`config.mk`:
```
export PLATFORM = sky130hd
export DESIGN_NAME = wrr_arbiter
export DESIGN_NICKNAME = d
export VERILOG_FILES = /design/src/rtl/wrr_pkg.sv /design/src/rtl/rr_pick.sv /design/src/rtl/wrr_arbiter.sv
export SDC_FILE = /design/constraint.sdc
export NUM_CORES = 1
export LEC_CHECK = 0
export ABC_AREA = 1
export CAP_MARGIN = 20
export CORE_MARGIN = 1
export CORE_UTILIZATION = 45
export DETAILED_ROUTE_END_ITERATION = 16
export PLACE_DENSITY = 0.74
export RECOVER_POWER = 25
export SYNTH_ARGS = -nofsm -noshare
export SYNTH_HDL_FRONTEND = slang
export SYNTH_HIERARCHICAL = 1
export SYNTH_SLANG_ARGS = --single-unit
export TNS_END_PERCENT = 5
```
`constraint.sdc`:
```
create_clock -name clk -period 10 [get_ports clk]
set_input_delay 1.5 -clock clk [delete_from_list [all_inputs] [get_ports clk]]
set_output_delay 1.5 -clock clk [all_outputs]
set_load 0.02 [all_outputs]
```
`src/rtl/wrr_pkg.sv`:
```
`default_nettype none
// +----------------------------------------------------------------------+
// | Module      : wrr_pkg                                                |
// | Description : Shared constants, decision encoding and index-width    |
// |               helper for the weighted round-robin arbiter.           |
// | Revision    : 1.0 - initial release                                  |
// +----------------------------------------------------------------------+
package wrr_pkg;

   localparam int WRR_N_DEF  = 6;
   localparam int WRR_WW_DEF = 4;

   // Per-cycle arbitration outcome.
   typedef enum logic [1:0] {
      DEC_IDLE = 2'd0,
      DEC_HOLD = 2'd1,
      DEC_PICK = 2'd2
   } wrr_dec_e;

   // Ceiling log2, with a minimum result of 1 so a 2-requester index is 1 bit.
   function automatic int clog2_f(input int n);
      int r;
      r = 1;
      for (int i = 1; i < 31; i++) begin
         if ((1 << i) < n) r = i + 1;
      end
      return r;
   endfunction

endpackage
`default_nettype wire

```
`src/rtl/rr_pick.sv`:
```
`default_nettype none
// +----------------------------------------------------------------------+
// | Module      : rr_pick                                                |
// | Description : Combinational cyclic first-one search. Scans req at    |
// |               positions base+1, base+2, ... base+N (mod N), so base  |
// |               itself is the last candidate.                          |
// | Ports       : req   [N]  - request vector                            |
// |               base  [IW] - position the search starts after          |
// |               found      - at least one request is set               |
// |               idx   [IW] - index of the first request found          |
// | Revision    : 1.0 - initial release                                  |
// +----------------------------------------------------------------------+
module rr_pick
   import wrr_pkg::*;
#(
   parameter int N  = WRR_N_DEF,
   parameter int IW = clog2_f(N)
) (
   input  logic [N-1:0]  req,
   input  logic [IW-1:0] base,
   output logic          found,
   output logic [IW-1:0] idx
);

   localparam logic [IW:0] C_N = (IW+1)'(N);

   // Doubling the vector lets base+k index it directly for k in 1..N,
   // avoiding any modulo on the scan itself.
   logic [2*N-1:0] w_dbl;
   logic [IW:0]    w_pos;

   assign w_dbl = {req, req};

   // Scan from the far end so the nearest hit is the one that sticks.
   always_comb begin
      found = 1'b0;
      idx   = '0;
      w_pos = '0;
      for (int k = N; k >= 1; k--) begin
         w_pos = {1'b0, base} + (IW+1)'(k);
         if (w_dbl[w_pos]) begin
            found = 1'b1;
            idx   = (w_pos >= C_N) ? IW'(w_pos - C_N) : IW'(w_pos);
         end
      end
   end

endmodule
`default_nettype wire

```
`src/rtl/wrr_arbiter.sv`:
```
`default_nettype none
// +----------------------------------------------------------------------+
// | Module      : wrr_arbiter                                            |
// | Description : Weighted round-robin arbiter with registered one-hot   |
// |               grant, per-requester burst tenure and a lock input.    |
// | Ports       : clk, rst_n (async, active-low)                         |
// |               req    [N]     - level-sensitive requests              |
// |               weight [N*WW]  - packed tenure weights (0 acts as 1)   |
// |               lock           - keep current owner regardless credit  |
// |               grant  [N]     - one-hot grant, zero when idle         |
// |               grant_valid    - grant is non-zero                     |
// |               grant_idx [IW] - owner index, held while idle          |
// |               credit [WW]    - remaining tenure incl. current cycle  |
// | Revision    : 1.0 - initial release                                  |
// +----------------------------------------------------------------------+
module wrr_arbiter
   import wrr_pkg::*;
#(
   parameter int N  = WRR_N_DEF,
   parameter int WW = WRR_WW_DEF,
   parameter int IW = clog2_f(N)
) (
   input  logic            clk,
   input  logic            rst_n,
   input  logic [N-1:0]    req,
   input  logic [N*WW-1:0] weight,
   input  logic            lock,
   output logic [N-1:0]    grant,
   output logic            grant_valid,
   output logic [IW-1:0]   grant_idx,
   output logic [WW-1:0]   credit
);

   logic [IW-1:0] r_ptr;
   logic [IW-1:0] w_base;
   logic [IW-1:0] w_pick_idx;
   logic          w_found;
   logic          w_owner_req;
   logic [WW-1:0] w_pick_w;
   logic [WW-1:0] w_pick_weff;
   logic [WW-1:0] w_hold_credit;
   logic [N-1:0]  w_pick_onehot;
   wrr_dec_e      w_dec;

   // While a grant is active the search continues after the owner; when
   // idle it continues after the last winner (ptr, N-1 out of reset).
   assign w_base = grant_valid ? grant_idx : r_ptr;

   rr_pick #(
      .N  (N),
      .IW (IW)
   ) u_pick (
      .req   (req),
      .base  (w_base),
      .found (w_found),
      .idx   (w_pick_idx)
   );

   // Index-driven muxes written as compare loops to keep widths exact.
   always_comb begin
      w_owner_req   = 1'b0;
      w_pick_w      = '0;
      w_pick_onehot = '0;
      for (int i = 0; i < N; i++) begin
         if (grant_idx == IW'(i)) w_owner_req = req[i];
         if (w_pick_idx == IW'(i)) begin
            w_pick_w         = weight[i*WW +: WW];
            w_pick_onehot[i] = 1'b1;
         end
      end
   end

   assign w_pick_weff = (w_pick_w == '0) ? WW'(1) : w_pick_w;

   // Under lock the credit counts down but never below 1, so the owner
   // still has a valid tenure the moment lock drops.
   assign w_hold_credit = (lock && (credit <= WW'(1))) ? WW'(1) : (credit - WW'(1));

   always_comb begin
      w_dec = DEC_IDLE;
      if (grant_valid && w_owner_req && (lock || (credit > WW'(1))))
         w_dec = DEC_HOLD;
      else if (w_found)
         w_dec = DEC_PICK;
   end

   always_ff @(posedge clk or negedge rst_n) begin
      if (!rst_n) begin
         grant       <= '0;
         grant_valid <= 1'b0;
         grant_idx   <= '0;
         credit      <= '0;
         r_ptr       <= IW'(N-1);
      end else begin
         case (w_dec)
            DEC_HOLD: begin
               credit <= w_hold_credit;
            end
            DEC_PICK: begin
               grant       <= w_pick_onehot;
               grant_valid <= 1'b1;
               grant_idx   <= w_pick_idx;
               credit      <= w_pick_weff;
               r_ptr       <= w_pick_idx;
            end
            default: begin
               grant       <= '0;
               grant_valid <= 1'b0;
               credit      <= '0;
            end
         endcase
      end
   end

endmodule
`default_nettype wire

```
==> metrics.txt <==
share of layout cells above drive strength 1=0.137; clk root buf=clkbuf_8; Top-Level Pins=47; Slew Viols, Final=0; Seq/Total Area, Yosys=0.201; Req. time, crit path=10.14 ns; CTS-repair resized insts=0; CP Max Fanout=10; Final Cycle Share=0.406; drc violations=0; leading area contributor after synthesis=dfrtp_1; die area=0.00473 mm^2; TritonCTS buffer count=3; DRT Pass-1 Iters=4; Die X=68.8 um; Antenna Cells=0; dpl hpwl=4200 um; Port Buffer Count=46; clk_lat worst skew=0.25 ns; Clock Tree Buf Depth=2; FF+latch count, synth=16; Crit. End Element=flip-flop; RSZ-0062 raised after global routing=false; placed instance area=0.00248 mm^2; most used flip-flop cell after synthesis=dfrtp_1; Hold WC Path Type=reg -> reg; Final Hold Violating Endpoints=0; largest net degree at the start of global routing=18; core area=0.00414 mm^2; nature of the critical path startpoint=input pin; Netlist Area Pre-Place=0.00201 mm^2; status=finished clean; wirelength, routed=5220 um; post-detailed-route count of antenna-violating nets=0; synthesized net count=360; total grt overflow=0; count leader, synth=nand2_1; Worst Tran Pin Value=0.698 ns; Layout Nets=405; distinct cell type count after synthesis=39; postcts setup bufs=0; first-pass GRT wire length=8250 um; async set or reset register ratio after synthesis=1.00; Design Area, Final=0.00253 mm^2; TritonCTS Sinks=16; max frequency=246 MHz; Yosys Warn Count=6; effective utilization at floorplan=0.484; Hold Worst Slack=0.499 ns; Yosys top cell area share=0.175; Final GP Congestion=0.919; Post-CTS Hold Fix Bufs=0; number of global-route vias before repair=1828; Total GRT Usage=0.229; TritonCTS clock tree=built; min cycle time layout=4.06 ns; Clock transition at path regs=0.06 ns; vias per std cell=5.23; Avg Cell Area, Syn=6.41 um^2; synthesis-to-finish area growth=26.1%; Post-Syn Instances=313; FP Rows=23; antenna violations before repair=0; wire per inst=12.8 um; Sum Neg Setup Slack=0 ns; commonest cells in the netlist=nand2_1, nand3_1, inv_1, nor2_1; vias=2127; Setup Skew=0.00439 ns; FILL cells=422; Iteration-0 DRC Markers=127; Worst slew margin=0.533; WP data arrival=4.20 ns; largest cells by area after synthesis=dfrtp_1, nand2_1, nand3_1, ha_1, inv_1; height of the die=68.8 um; Clock H-tree levels=1; max cap viols=0; critical path class=in -> reg; Setup-failing EPs final=0; count of flip-flops with a built-in enable after synthesis=0
## worst max-delay path, stage by stage
cell	delay (ns)
clkdlybuf4s50_1	0.52
inv_1	0.07
nand2_1	0.08
nand3_1	0.11
nand3_1	0.10
nand3_1	0.10
nand2_1	0.19
clkinv_1	0.13
nand2_1	0.08
nand2_1	0.05
nand2_1	0.05
nand2_1	0.22
inv_6	0.17
nand2_2	0.07
nor2_1	0.27
nand2_1	0.09
nand3_1	0.11
nor2_1	0.06
nand3_1	0.07
nand2_1	0.05
nand2_1	0.06
nand2_1	0.04
## cells by family (layout without fill, tap and decap cells)
group,Yosys count,in the layout,share of synthesized area
xor+xnor,7,7,0.0343
buf+inv,53,97,0.125
flops,16,16,0.201
simple gates,183,183,0.426
fa+ha+maj,14,14,0.0873
compound gates,40,40,0.127
## final timing paths
path / start / endpoint / slack (ns) / depth (start not counted)
max reg2reg: r_ptr[0] / credit[0] / 5.98 / 26
min: r_ptr[2] / r_ptr[2] / 0.50 / 2
min in group asynchronous: rst_n / grant[0] / 1.73 / 1
min reg2reg: r_ptr[2] / r_ptr[2] / 0.50 / 2
max: req[1] / credit[0] / 5.94 / 22
max in group asynchronous: rst_n / grant[1] / 7.82 / 1
## state kept, by name, summed over array words and instances (netlist names)
register     count
credit           4
grant            6
grant_idx        3
grant_valid      1
r_ptr            2
## metal layers
| metal | GRT usage | vias up | part of all wire |
|---|---|---|---|
| met4 | 0.0791 | 0 | 0.015 |
| met1 | 0.322 | 969 | 0.49 |
| met5 | 0 | - | 0 |
| met2 | 0.375 | 40 | 0.47 |
| li1 | - | 1111 | - |
| met3 | 0.00658 | 7 | 0.027 |
## per-stage QoR
| stage | utilization | std cells | setup slack (ns) |
|---|---|---|---|
| 6_report | 0.611 | 407 | 5.94 |
| 3_3_place_gp | 0.598 | 403 | 5.71 |
| 4_1_cts | 0.611 | 407 | 5.96 |
| 5_1_grt | 0.611 | 407 | 5.50 |
| 3_5_place_dp | 0.598 | 403 | 5.69 |
| 2_1_floorplan | - | 313 | 6.66 |
## cell usage in the layout, fill, tap and decap left out, types with 3 or more instances in the layout
cell type,count
nor2_1,20
inv_1,30
nor2_2,3
o21ai_0,10
nand2_4,4
nand2_1,84
nand2_2,10
clkdlybuf4s50_1,45
a21oi_1,5
xor2_1,4
nand3_1,46
dfrtp_1,14
o211ai_1,5
ha_1,14
nand4_1,8
clkbuf_8,4
o21ai_2,4
o21ai_1,8
inv_2,12
## final cells by class
type | count | area [um^2] | share of cell area
Tap cell | 50 | 62.6 | 0.0247
Timing Repair Buffer | 48 | 475 | 0.188
Sequential cell | 16 | 403 | 0.159
Inverter | 45 | 181 | 0.0717
Multi-Input combinational cell | 244 | 1350 | 0.535
Clock buffer | 4 | 55.1 | 0.0217
Power is not shown: default switching activity piles up to over one toggle a cycle in this logic, so the estimate is an artifact.
